<file path="src/rtl/max30205_pkg.sv">
// max30205_pkg: register pointers, limit reset values and FSM states for the MAX30205-style responder
package max30205_pkg;
    localparam logic [1:0] PTR_TEMP  = 2'd0;
    localparam logic [1:0] PTR_CFG   = 2'd1;
    localparam logic [1:0] PTR_THYST = 2'd2;
    localparam logic [1:0] PTR_TOS   = 2'd3;
    localparam logic [15:0] THYST_RST_DEF = 16'h4B00;
    localparam logic [15:0] TOS_RST_DEF   = 16'h5000;
    typedef enum logic [3:0] {
        IDLE, ADDR, ADDR_ACK, PTR, PTR_ACK, WR_DATA, WR_ACK, RD_DATA, RD_ACK
    } state_t;
endpackage

</file>
<file path="src/rtl/i2c_line_sync.sv">
// i2c_line_sync: synchronises SCL/SDA and flags SCL edges plus START/STOP conditions
// Ports: clk, rst (sync, active-high); scl_i/sda_i raw pads; sda synced level;
//        scl_rise/scl_fall/start/stop single-cycle pulses.
module i2c_line_sync #(
    parameter int SYNC_STAGES = 2
) (
    input  logic clk,
    input  logic rst,
    input  logic scl_i,
    input  logic sda_i,
    output logic sda,
    output logic scl_rise,
    output logic scl_fall,
    output logic start,
    output logic stop
);
    logic [SYNC_STAGES-1:0] scl_sr, sda_sr;
    logic scl, scl_q, sda_q;
    always_ff @(posedge clk) begin
        if (rst) begin
            scl_sr <= '1;
            sda_sr <= '1;
            scl_q  <= 1'b1;
            sda_q  <= 1'b1;
        end else begin
            scl_sr <= {scl_sr[SYNC_STAGES-2:0], scl_i};
            sda_sr <= {sda_sr[SYNC_STAGES-2:0], sda_i};
            scl_q  <= scl;
            sda_q  <= sda;
        end
    end
    assign scl      = scl_sr[SYNC_STAGES-1];
    assign sda      = sda_sr[SYNC_STAGES-1];
    assign scl_rise = scl & ~scl_q;
    assign scl_fall = ~scl & scl_q;
    // SCL must be high both before and after the SDA edge to count as START/STOP
    assign start    = scl & scl_q & sda_q & ~sda;
    assign stop     = scl & scl_q & ~sda_q & sda;
endmodule

</file>
<file path="src/rtl/i2c_temp_responder.sv">
// i2c_temp_responder: I2C target emulating a MAX30205 temperature sensor (TEMP/CONFIG/THYST/TOS)
// Ports: clk, rst (sync, active-high); scl_i/sda_i pads; sda_oe pulls SDA low;
//        temp_in signed 1/256 C; cfg_out/thyst_out/tos_out registers; os comparator flag;
//        wr_strobe/wr_ptr register commit; busy while addressed.
module i2c_temp_responder
    import max30205_pkg::*;
#(
    parameter logic [6:0]  SLAVE_ADDR  = 7'h48,
    parameter int          SYNC_STAGES = 2,
    parameter logic [15:0] THYST_RST   = THYST_RST_DEF,
    parameter logic [15:0] TOS_RST     = TOS_RST_DEF
) (
    input  logic        clk,
    input  logic        rst,
    input  logic        scl_i,
    input  logic        sda_i,
    output logic        sda_oe,
    input  logic [15:0] temp_in,
    output logic [7:0]  cfg_out,
    output logic [15:0] thyst_out,
    output logic [15:0] tos_out,
    output logic        os,
    output logic        wr_strobe,
    output logic [1:0]  wr_ptr,
    output logic        busy
);
    logic sda, scl_rise, scl_fall, start, stop;
    state_t state, state_n;
    logic [3:0] cnt, cnt_n;
    logic [7:0] sr, sr_n, hold, hold_n, cfg_n, rd_byte;
    logic [1:0] ptr, ptr_n, wr_ptr_n;
    logic wr_idx, wr_idx_n, rd_idx, rd_idx_n, oe_n, busy_n, strobe_n, os_n;
    logic [15:0] shadow, shadow_n, thyst_n, tos_n, rd_word;

    i2c_line_sync #(.SYNC_STAGES(SYNC_STAGES)) u_sync (
        .clk(clk), .rst(rst), .scl_i(scl_i), .sda_i(sda_i), .sda(sda),
        .scl_rise(scl_rise), .scl_fall(scl_fall), .start(start), .stop(stop)
    );

    // The first read bit is driven on the same fall that loads the shadow, so bypass it then
    assign rd_word = ptr == PTR_TEMP ? (state == ADDR_ACK ? temp_in : shadow) :
                     ptr == PTR_CFG ? {cfg_out, cfg_out} :
                     ptr == PTR_THYST ? thyst_out : tos_out;
    assign rd_byte = rd_idx ? rd_word[7:0] : rd_word[15:8];

    always_ff @(posedge clk) begin
        if (rst) begin
            state     <= IDLE;
            cnt       <= '0;
            sr        <= '0;
            ptr       <= PTR_TEMP;
            hold      <= '0;
            wr_idx    <= 1'b0;
            rd_idx    <= 1'b0;
            shadow    <= '0;
            cfg_out   <= '0;
            thyst_out <= THYST_RST;
            tos_out   <= TOS_RST;
            os        <= 1'b0;
            sda_oe    <= 1'b0;
            busy      <= 1'b0;
            wr_strobe <= 1'b0;
            wr_ptr    <= '0;
        end else begin
            state     <= state_n;
            cnt       <= cnt_n;
            sr        <= sr_n;
            ptr       <= ptr_n;
            hold      <= hold_n;
            wr_idx    <= wr_idx_n;
            rd_idx    <= rd_idx_n;
            shadow    <= shadow_n;
            cfg_out   <= cfg_n;
            thyst_out <= thyst_n;
            tos_out   <= tos_n;
            os        <= os_n;
            sda_oe    <= oe_n;
            busy      <= busy_n;
            wr_strobe <= strobe_n;
            wr_ptr    <= wr_ptr_n;
        end
    end

    always_comb begin
        state_n  = state;
        cnt_n    = cnt;
        sr_n     = sr;
        ptr_n    = ptr;
        hold_n   = hold;
        wr_idx_n = wr_idx;
        rd_idx_n = rd_idx;
        shadow_n = shadow;
        cfg_n    = cfg_out;
        thyst_n  = thyst_out;
        tos_n    = tos_out;
        oe_n     = sda_oe;
        busy_n   = busy;
        strobe_n = 1'b0;
        wr_ptr_n = wr_ptr;
        // Set beats clear when the limits overlap
        os_n = $signed(temp_in) > $signed(tos_out) ? 1'b1 :
               $signed(temp_in) < $signed(thyst_out) ? 1'b0 : os;
        if (start) begin
            state_n  = ADDR;
            cnt_n    = '0;
            rd_idx_n = 1'b0;
            oe_n     = 1'b0;
        end else if (stop) begin
            state_n = IDLE;
            oe_n    = 1'b0;
            busy_n  = 1'b0;
        end else begin
            case (state)
                ADDR, PTR, WR_DATA: begin
                    if (scl_rise && cnt != 4'd8) begin
                        sr_n  = {sr[6:0], sda};
                        cnt_n = cnt + 4'd1;
                    end
                    // Byte complete: decide ACK/NACK on the fall after the 8th bit
                    if (scl_fall && cnt == 4'd8) begin
                        cnt_n = '0;
                        if (state == ADDR) begin
                            state_n = sr[7:1] == SLAVE_ADDR ? ADDR_ACK : IDLE;
                            oe_n    = sr[7:1] == SLAVE_ADDR;
                            busy_n  = sr[7:1] == SLAVE_ADDR;
                        end else if (state == PTR) begin
                            state_n = sr <= 8'h03 ? PTR_ACK : IDLE;
                            oe_n    = sr <= 8'h03;
                            busy_n  = sr <= 8'h03;
                            ptr_n   = sr <= 8'h03 ? sr[1:0] : ptr;
                        end else begin
                            state_n = WR_ACK;
                            oe_n    = 1'b1;
                        end
                    end
                end
                ADDR_ACK: if (scl_fall) begin
                    state_n  = sr[0] ? RD_DATA : PTR;
                    shadow_n = sr[0] ? temp_in : shadow;
                    oe_n     = sr[0] & ~rd_byte[7];
                end
                PTR_ACK: if (scl_fall) begin
                    state_n  = WR_DATA;
                    oe_n     = 1'b0;
                    wr_idx_n = 1'b0;
                end
                WR_ACK: begin
                    if (scl_rise) begin
                        wr_idx_n = ~wr_idx;
                        hold_n   = sr;
                        strobe_n = ptr == PTR_CFG || (ptr != PTR_TEMP && wr_idx);
                        wr_ptr_n = strobe_n ? ptr : wr_ptr;
                        cfg_n    = ptr == PTR_CFG ? sr : cfg_out;
                        thyst_n  = ptr == PTR_THYST && wr_idx ? {hold, sr} : thyst_out;
                        tos_n    = ptr == PTR_TOS && wr_idx ? {hold, sr} : tos_out;
                    end
                    if (scl_fall) begin
                        state_n = WR_DATA;
                        oe_n    = 1'b0;
                    end
                end
                RD_DATA: begin
                    if (scl_rise) cnt_n = cnt + 4'd1;
                    if (scl_fall) begin
                        state_n = cnt == 4'd8 ? RD_ACK : RD_DATA;
                        oe_n    = cnt != 4'd8 && !rd_byte[~cnt[2:0]];
                    end
                end
                RD_ACK: if (scl_rise) begin
                    state_n  = sda ? IDLE : RD_DATA;
                    busy_n   = ~sda;
                    cnt_n    = '0;
                    rd_idx_n = sda ? rd_idx : ~rd_idx;
                end
                default: ;
            endcase
        end
    end
endmodule

</file>
<file path="config.mk">
export PLATFORM = sky130hd
export DESIGN_NAME = i2c_temp_responder
export DESIGN_NICKNAME = d
export VERILOG_FILES = /design/src/rtl/max30205_pkg.sv /design/src/rtl/i2c_line_sync.sv /design/src/rtl/i2c_temp_responder.sv
export SDC_FILE = /design/constraint.sdc
export NUM_CORES = 1
export LEC_CHECK = 0
export BUFFER_PORTS_ARGS = -buffer_cell sky130_fd_sc_hd__buf_2
export CAP_MARGIN = 25
export CORE_MARGIN = 2
export CORE_UTILIZATION = 55
export CTS_CLUSTER_DIAMETER = 150
export DETAILED_ROUTE_END_ITERATION = 6
export GPL_ROUTABILITY_DRIVEN = 0
export PLACE_DENSITY_LB_ADDON = 0.1
export REMOVE_ABC_BUFFERS = 1
export SETUP_SLACK_MARGIN = 0.5
export SLEW_MARGIN = 5
export SYNTH_ARGS = -nofsm -noshare
export SYNTH_HDL_FRONTEND = slang
export SYNTH_SLANG_ARGS = --single-unit
export TNS_END_PERCENT = 10
</file>
<file path="constraint.sdc">
create_clock -name clk -period 7.18 [get_ports clk]
set_input_delay 0.718 -clock clk [delete_from_list [all_inputs] [get_ports clk]]
set_output_delay 0.718 -clock clk [all_outputs]
set_load 0.03 [all_outputs]
</file>
==> metrics.md <==
| Metric | Value |
|---|---|
| Status | `completed` |
| Place WS | `4.288 ns` |
| Number of synthesized flops with an enable pin | `0` |
| Crit path kind | `flop to flop` |
| Fmax | `0.3320 GHz` |
| Vias per cell | `5.843` |
| Gr usage total | `28.84%` |
| Most common cell after layout, fill and taps aside | `nand2_1` |
| Yosys reg bits | `96` |
| Routed wire length | `14.56 mm` |
| Yosys warning total | `0` |
| Prevailing post-synth register cell | `dfxtp_1` |
| Number of DRC markers in iteration 0 | `370` |
| Sink Count | `96` |
| Dominant cell type by area after synthesis | `dfxtp_1` |
| # hold bufs at CTS | `0` |
| Die Height | `101.7 µm` |
| Die Wd | `101.7 µm` |
| First-pass GRT wire length | `23.00 mm` |
| Most frequent cells in the layout | `nand2_1 (111), dfxtp_1 (96), buf_2 (65), nor2_1 (64), a21oi_1 (60)` |
| Worst-margin pin slew | `1.013 ns` |
| Vias post-DR | `4797` |
| Synth top area share | `36.62%` |
| Total gr overflow | `0` |
| Max-slew headroom | `32.25%` |
| Synth area leaders | `dfxtp_1 (37%), mux2i_1 (8.4%), nand2_1 (7.9%)` |
| N_diodes | `0` |
| Fin nets | `740` |
| CTS tree | `built` |
| Number of remaining DRC errors | `0` |
| Synthesized area per cell | `8.086 µm²` |
| Register area share after synthesis | `36.62%` |
| Worst R2R Setup Slack | `4.17 ns` |
| Worst Reg-to-Reg Cells | `5` |
| Initial Utilization | `56.79%` |
| Port bufs | `65` |
| Critical Path Sink Type | `flop` |
| RSZ-0062 raised after global routing | `no` |
| Worst EP required | `7.42 ns` |
| Fin crit share | `41.95%` |
| Root Driver | `clkbuf_8` |
| RR Startpoint | `state[2]` |
| R2R Path End | `tos_out[8]` |
| Largest net degree at the start of global routing | `58` |
| Reg clk slew, reported paths | `0.11 ns` |
| Overall Power | `0.9577 mW` |
| Clock Latency Late Sink | `0.38 ns` |
| # setup viols final | `0` |
| Standby leakage power | `2.507 nW` |
| Cell count after synthesis | `649` |
| Min Tclk post-route | `3.012 ns` |
| Post-CTS setup buffer count | `0` |
| Final Hold Viols | `0` |
| Slew Limit Fails | `0` |
| Number of H-tree levels | `3` |
| Die area | `10340 µm²` |
| Mapped Area | `5248 µm²` |
| Layout cells sized above 1 | `15.17%` |
| Max-Cap Viols | `0` |
| Antenna violations before repair | `0` |
| Hold path depth | `1` |
| Hold Crit Class | `flop to flop` |
| CP arrival | `3.25 ns` |
| Site Rows | `35` |
| Antenna-violating nets left | `0` |
| Async SR Flop Fraction | `0%` |
| Pre-antenna DRT Iters | `5` |
| IR drop worst, VDD | `104.6 µV` |
| Clock Skew | `0.01563 ns` |
| CP Launch Type | `flop` |
| Syn-to-layout area delta | `10.85%` |
| Fin util | `62.95%` |
| CTS buffer count | `9` |
| Final setup TNS | `0 ns` |
| Vias in the first global route | `4368` |
| Floorplan Core Area | `9240 µm²` |
| Worst setup margin | `4.168 ns` |
| Clk buf depth | `2` |
| HP Start | `u_sync.scl_sr[0]` |
| Post-CTS Resized | `0` |
| IO Count | `66` |
| Post-synth cell types | `62` |
| Hpwl dp | `11.03 mm` |
| Worst hold endpoint | `u_sync.scl_sr[1]` |
| P per Cell Area | `164.6 nW/µm²` |
| Crit-path max FO | `17` |
| Wirelength per Cell | `17.74 µm` |
-- per-layer routing --
metal / vias to the layer above / global-route usage, % / wire (µm)
met5: - / 0 / 0
met4: 0 / 8.212 / 261
met3: 24 / 3.727 / 1084
met2: 191 / 45.80 / 6657
met1: 2248 / 41.15 / 6558
li1: 2334 / - / -
-- report_power, final --
group          total [mW]  switching, mW  internal, mW
Clock               0.363          0.223         0.140
Combinational      0.0568         0.0346        0.0223
Sequential          0.538        0.00329         0.535
-- logic make-up after synthesis --
logic type | share of synthesized area [%]
and+or+nand+nor | 21.24
AOI/OAI and AO/OA | 17.07
DFF | 36.62
buffers and inverters | 5.746
muxes | 10.61
adders and majority gates | 7.868
xor gates and xnor gates | 0.8345
-- final cells by class --
| type | instances | area [µm²] |
|---|---|---|
| repair buffers | 70 | 366.6 |
| clock inverters | 7 | 86.33 |
| multi-input cells | 476 | 3029 |
| clock buffers | 9 | 123.9 |
| fillers | 826 | 3423 |
| inverters | 34 | 127.6 |
| flip-flops and latches | 96 | 1922 |
| well taps | 129 | 161.4 |
-- worst max path at each step --
stage              from            end  slack, ns  depth (start not counted)
3_3_place_gp   state[2]  thyst_out[14]       4.18                          5
2_1_floorplan  state[2]  thyst_out[11]       4.28                          5
5_1_grt        state[2]     tos_out[8]       3.94                          5
6_report       state[2]     tos_out[8]       4.17                          5
3_5_place_dp   state[2]     tos_out[9]       4.29                          5
4_1_cts        state[2]     tos_out[8]       4.24                          5
-- critical path: stages (launching register included) --
cell	delay (ns)
dfxtp_1	0.69
nor3b_1	0.56
and3_1	0.53
nand4_1	0.70
nand2_1	0.29
a21oi_1	0.09
-- registers in the layout (all words and copies together) (netlist names), 2 cells and up --
register,cells
cfg_out,8
cnt,4
hold,8
ptr,2
shadow,16
sr,8
state,4
thyst_out,16
tos_out,16
u_sync.scl_sr,2
u_sync.sda_sr,2
wr_ptr,2
-- stage by stage --
step | instances | hold slack, ns | cell area (µm²)
4_1_cts | 821 | 0.4217 | 5817
5_1_grt | 821 | 0.4345 | 5817
2_1_floorplan | 606 | 0.3895 | 5074
6_report | 821 | 0.4161 | 5817
3_3_place_gp | 803 | 0.3910 | 5588
3_5_place_dp | 805 | 0.3942 | 5607
-- cell usage after synthesis, drive strengths merged, types with 4 or more instances --
cell type,instances
o21ai,13
nand3,15
a211o,6
nand2,111
nor3b,4
mux2,4
clkbuf,33
a211oi,7
xnor2,4
inv,34
a21o,13
a21oi,60
ha,33
buf,10
or2,7
nor3,13
mux2i,44
dfxtp,96
nand4,7
nor2,64
nand2b,7
o211ai,4
nor2b,5
Note: power is estimated with default switching activity, not from simulation.
